$ cat src/rtl/pixel_plane_collect.sv
// pixel_plane_collect: receive side of the bit-plane serial link.
// Collects NPLANE consecutive plane words into a parallel register bank and flags completion.
`ifndef CACHE_WIDTH
`define CACHE_WIDTH 32
`endif

`default_nettype none

module pixel_plane_collect #(
  parameter int DW     = `CACHE_WIDTH,
  parameter int NPLANE = 19
) (
  input  logic                        clk,
  input  logic                        rst_n,
  input  logic                        din_vld,
  input  logic [DW-1:0]               din,
  output logic [NPLANE*DW-1:0]        planes,
  output logic                        oe,
  output logic                        err,
  output logic                        busy,
  output logic [$clog2(NPLANE)-1:0]   plane_idx
);

  localparam int            CW   = $clog2(NPLANE);
  localparam logic [CW-1:0] LAST = CW'(NPLANE - 1);

  typedef enum logic [0:0] {
    IDLE = 1'b0,
    RECV = 1'b1
  } state_t;

  state_t                    state;
  state_t                    state_nxt;
  logic [CW-1:0]             cnt;
  logic [CW-1:0]             cnt_nxt;
  logic                      shadow_we;
  logic                      load_planes;
  logic                      oe_nxt;
  logic                      err_nxt;
  logic [DW-1:0]             shadow [NPLANE-1];
  logic [(NPLANE-1)*DW-1:0]  shadow_flat;

  always_ff @(posedge clk or negedge rst_n) begin
    if (!rst_n) begin
      state <= IDLE;
      cnt   <= '0;
      oe    <= 1'b0;
      err   <= 1'b0;
    end else begin
      state <= state_nxt;
      cnt   <= cnt_nxt;
      oe    <= oe_nxt;
      err   <= err_nxt;
    end
  end

  always_comb begin
    state_nxt   = state;
    cnt_nxt     = cnt;
    shadow_we   = 1'b0;
    load_planes = 1'b0;
    oe_nxt      = 1'b0;
    err_nxt     = 1'b0;
    case (state)
      IDLE: begin
        if (din_vld) begin
          shadow_we = 1'b1;
          cnt_nxt   = CW'(1);
          state_nxt = RECV;
        end
      end
      RECV: begin
        if (din_vld) begin
          if (cnt == LAST) begin
            // Final word bypasses the shadow bank and lands directly in planes.
            load_planes = 1'b1;
            oe_nxt      = 1'b1;
            cnt_nxt     = '0;
            state_nxt   = IDLE;
          end else begin
            shadow_we = 1'b1;
            cnt_nxt   = cnt + CW'(1);
          end
        end else begin
          err_nxt   = 1'b1;
          cnt_nxt   = '0;
          state_nxt = IDLE;
        end
      end
      default: begin
        cnt_nxt   = '0;
        state_nxt = IDLE;
      end
    endcase
  end

  always_ff @(posedge clk or negedge rst_n) begin
    if (!rst_n) begin
      for (int k = 0; k < NPLANE - 1; k++) begin
        shadow[k] <= '0;
      end
    end else if (shadow_we) begin
      for (int k = 0; k < NPLANE - 1; k++) begin
        if (cnt == CW'(k)) begin
          shadow[k] <= din;
        end
      end
    end
  end

  for (genvar k = 0; k < NPLANE - 1; k++) begin : g_flat
    assign shadow_flat[k*DW +: DW] = shadow[k];
  end

  always_ff @(posedge clk or negedge rst_n) begin
    if (!rst_n) begin
      planes <= '0;
    end else if (load_planes) begin
      planes <= {din, shadow_flat};
    end
  end

  assign busy      = (state == RECV);
  assign plane_idx = cnt;

endmodule

`default_nettype wire

$ cat config.mk
export PLATFORM = sky130hd
export DESIGN_NAME = pixel_plane_collect
export DESIGN_NICKNAME = d
export VERILOG_FILES = /design/src/rtl/pixel_plane_collect.sv
export SDC_FILE = /design/constraint.sdc
export NUM_CORES = 1
export LEC_CHECK = 0
export ABC_AREA = 1
export CAP_MARGIN = 40
export CORE_MARGIN = 10
export CORE_UTILIZATION = 45
export DETAILED_ROUTE_END_ITERATION = 7
export HOLD_SLACK_MARGIN = 0.05
export PLACE_DENSITY = 0.7
export SYNTH_ARGS = -nofsm -noshare
export SYNTH_HDL_FRONTEND = slang
export SYNTH_SLANG_ARGS = --single-unit
$ cat constraint.sdc
create_clock -name clk -period 2 [get_ports clk]
set_input_delay 0.2 -clock clk [delete_from_list [all_inputs] [get_ports clk]]
set_output_delay 0.2 -clock clk [all_outputs]
set_load 0.03 [all_outputs]
==> impl_results.md <==
* DRC at 0
* Drt via density at 5.55
* Largest net degree at the start of global routing at 149
* Layout Nets at 5894
* Initial antenna violation count at 3
* GRT busiest layer: met2
* Worst Hold Class: input port to flop
* Share of cells above drive strength 1 at 0.0814
* Crit-path max FO at 2
* Die height at about 340 um
* H-Tree Depth at 3
* Router iterations before antenna repair at 6
* CP Data Required Time at 1.80 ns
* Area growth from synthesis to layout at 28.0%
* Max IR drop VDD at 721 uV
* DRT iter0 DRCs at roughly 4600
* Via count at 40702
* CTS max path bufs at 3
* CTS root buffer: clkbuf_16
* Vias in the first global route at approximately 40000
* DP HPWL at between 100000 and 150000 um
* TNS Setup at 0 ns
* Critical-path cell list: clkdlybuf4s50_1
* Met1 Use GR at 0.376
* Die W at 343 um
* Total Wirelength at 173000 um
* Leak at roughly 36 nW
* Yosys warnings at 0
* Total power at around 55 mW
* Pwr/cell area at 908 nW/um^2
* Worst-Skew Late Latency at roughly 0.75 ns
* Slowest cell on crit path: clkdlybuf4s50_1
* Met2 Use GR at 0.437
* Final setup violation count at 0
* Post-synthesis register bit count at 1192
* Tcrit/Tclk final at 0.983
* Rows at between 100 and 150
* Cell count after synthesis at between 5000 and 6000
* Die area at 118000 sq um
* CTS Sinks at 1192
* CTS tree: built
* IO buf count at 650
* Post-route ant nets at 0
* Yosys cell types at 22
* Synthesized cell area at 47000 sq um
* Met3 Use GR at 0.0708
* Wire length per cell at 23.6 um
* Initial Utilization at 0.453
* Setup Skew at 0.0359 ns
* Tmin final at 1.97 ns
* Total GRT Usage at 0.284
* Syn avg cell area at 8.92 sq um
* RSZ-0062 raised after global routing: false
* Clock-pin slew on the worst setup and hold paths at 0.06 ns
* Critical path class: flop to output port
* Fin. max-slew vios at 0
* Register area share after synthesis at 0.635
* Fmax at approximately 510 MHz
* First-pass GRT wire length at ~260000 um
* I/O pin cnt at 651
* Least-Margin Pin Slew at 0.724 ns
* Worst path max stage delay at 0.68 ns
* Critical Path End Type: output port
* Final Hold Fails at 0
* Synth Net Count at 5307
* CP bufs+invs at 1
* Critical Path Start Type: flop
* Core box area at 104000 sq um
* Max_cap viols at 0
* Worst slew margin at 0.516
* Outcome: finished clean
* Family with the most delay on the worst path: buffers and inverters
* Total grt overflow at 0
* Final estimated routing congestion in global placement at 0.858
* Worst EP arrival at 1.77 ns
* CTS Buf Count at 119
cells in the mapped netlist:
cell type / count / area [sq um]
clkbuf_2: 1 / 5.00
buf_1: 74 / 278
nor2_2: 1 / 6.26
nand4_1: 576 / 3600
inv_1: 12 / 45.0
inv_2: 1 / 3.75
o22ai_1: 3 / 18.8
nand3_1: 14 / 70.1
xnor2_1: 1 / 8.76
nand4_2: 1 / 12.5
xor2_1: 1 / 8.76
o211ai_1: 1 / 7.51
nor2_4: 1 / 11.3
nor2_1: 21 / 78.8
dfrtp_1: 1192 / 29800
clkbuf_1: 149 / 559
buf_2: 211 / 1060
ha_1: 5 / 62.6
o21ai_0: 1 / 5.00
nand2_1: 2989 / 11200
buf_4: 5 / 37.5
nand3_2: 7 / 70.1
routing by layer:
| metal | wire length [um] | part of all wire |
|---|---|---|
| met5 | 0 | 0 |
| met4 | 8330 | 0.048 |
| met3 | 17400 | 0.10 |
| met2 | 78900 | 0.46 |
| met1 | 68500 | 0.40 |
per-stage QoR:
stage	hold WS [ns]	setup WS [ns]	util	instances	area (sq um)
after floorplan	-0.0956	0.0734	-	5267	47000
after CTS	0.0597	0.0000103	0.578	7318	59900
after global placement	0.123	0.0626	0.542	7077	56200
after global routing	0.0768	0.000214	0.580	7325	60100
after detailed placement	0.119	0.0291	0.542	7077	56200
final	0.0976	0.0346	0.580	7329	60200
path summary, 6_finish.rpt:
check / start / endpoint / slack, ns / cells after the start
worst max-delay path: planes[601] / planes[601] / 0.03 / 1
worst min-delay path: din[1] / shadow[65] / 0.1 / 3
worst max register to register: plane_idx[1] / shadow[405] / 0.07 / 8
worst min register to register: planes[139] / planes[139] / 0.46 / 2
max in group asynchronous: rst_n / planes[182] / 0.62 / 3
min in group asynchronous: rst_n / planes[102] / 0.23 / 3
repair_timing:
| item | CTS | global route |
|---|---|---|
| hold buffers | 30 | 0 |
| hold endpoints to repair | 1346 | 0 |
| gates cloned | 0 | 4 |
| buffers inserted | 0 | 2 |
| endpoints found under the setup margin | 550 | 602 |
| resized for setup | 554 | 44 |
area by class of cell:
type                    count  area (sq um)
multi-input cells        3622         15300
repair buffers            906          9180
inverters                  13          48.8
well taps                1380          1730
clock buffers             171          3460
clock inverters            40           643
fillers                  9058         43500
diodes                      5          12.5
flip-flops and latches   1192         29800
layout by cell type (no fill, tap or decap), drive strengths merged:
cell type | netlist | layout
dfrtp | 1192 | 1192
clkinvlp | 0 | 9
clkdlybuf4s50 | 0 | 27
o22ai | 3 | 3
nor2 | 23 | 23
buf | 290 | 260
ha | 5 | 5
clkdlybuf4s15 | 0 | 2
xnor2 | 1 | 1
bufinv | 0 | 12
nand2 | 2989 | 2989
o21ai | 1 | 1
nand4 | 577 | 577
dlygate4sd3 | 0 | 30
clkbuf | 150 | 175
diode | 0 | 5
o211ai | 1 | 1
dlymetal6s2s | 0 | 35
inv | 13 | 14
clkinv | 0 | 18
nand3 | 21 | 21
dlygate4sd2 | 0 | 548
xor2 | 1 | 1
registers in the layout, indices dropped and copies added, names as in the netlist:
signal and flops:
err 1, plane_idx 5, shadow 576, busy 1, planes 608, oe 1
where the power goes:
group | switching [mW] | leakage (nW) | internal, mW
Combinational | 2.73 | 17.2 | 1.21
Sequential | 1.26 | 16.3 | 26.0
Clock | 9.82 | 1.98 | 13.6
Total | 13.8 | 35.5 | 40.8
cells by family (layout without fill, tap and decap cells):
kind of cell	Yosys count	count (layout)	share of synthesized area
xor gates and xnor gates	2	2	0.000373
buffers and inverters	453	1130	0.0422
DFF	1192	1192	0.635
other	0	5	0
adders and majority gates	5	5	0.00133
AOI/OAI and AO/OA	5	5	0.000666
and+or+nand+nor	3610	3610	0.321
No activity file was read; power rests on OpenSTA's default activity.
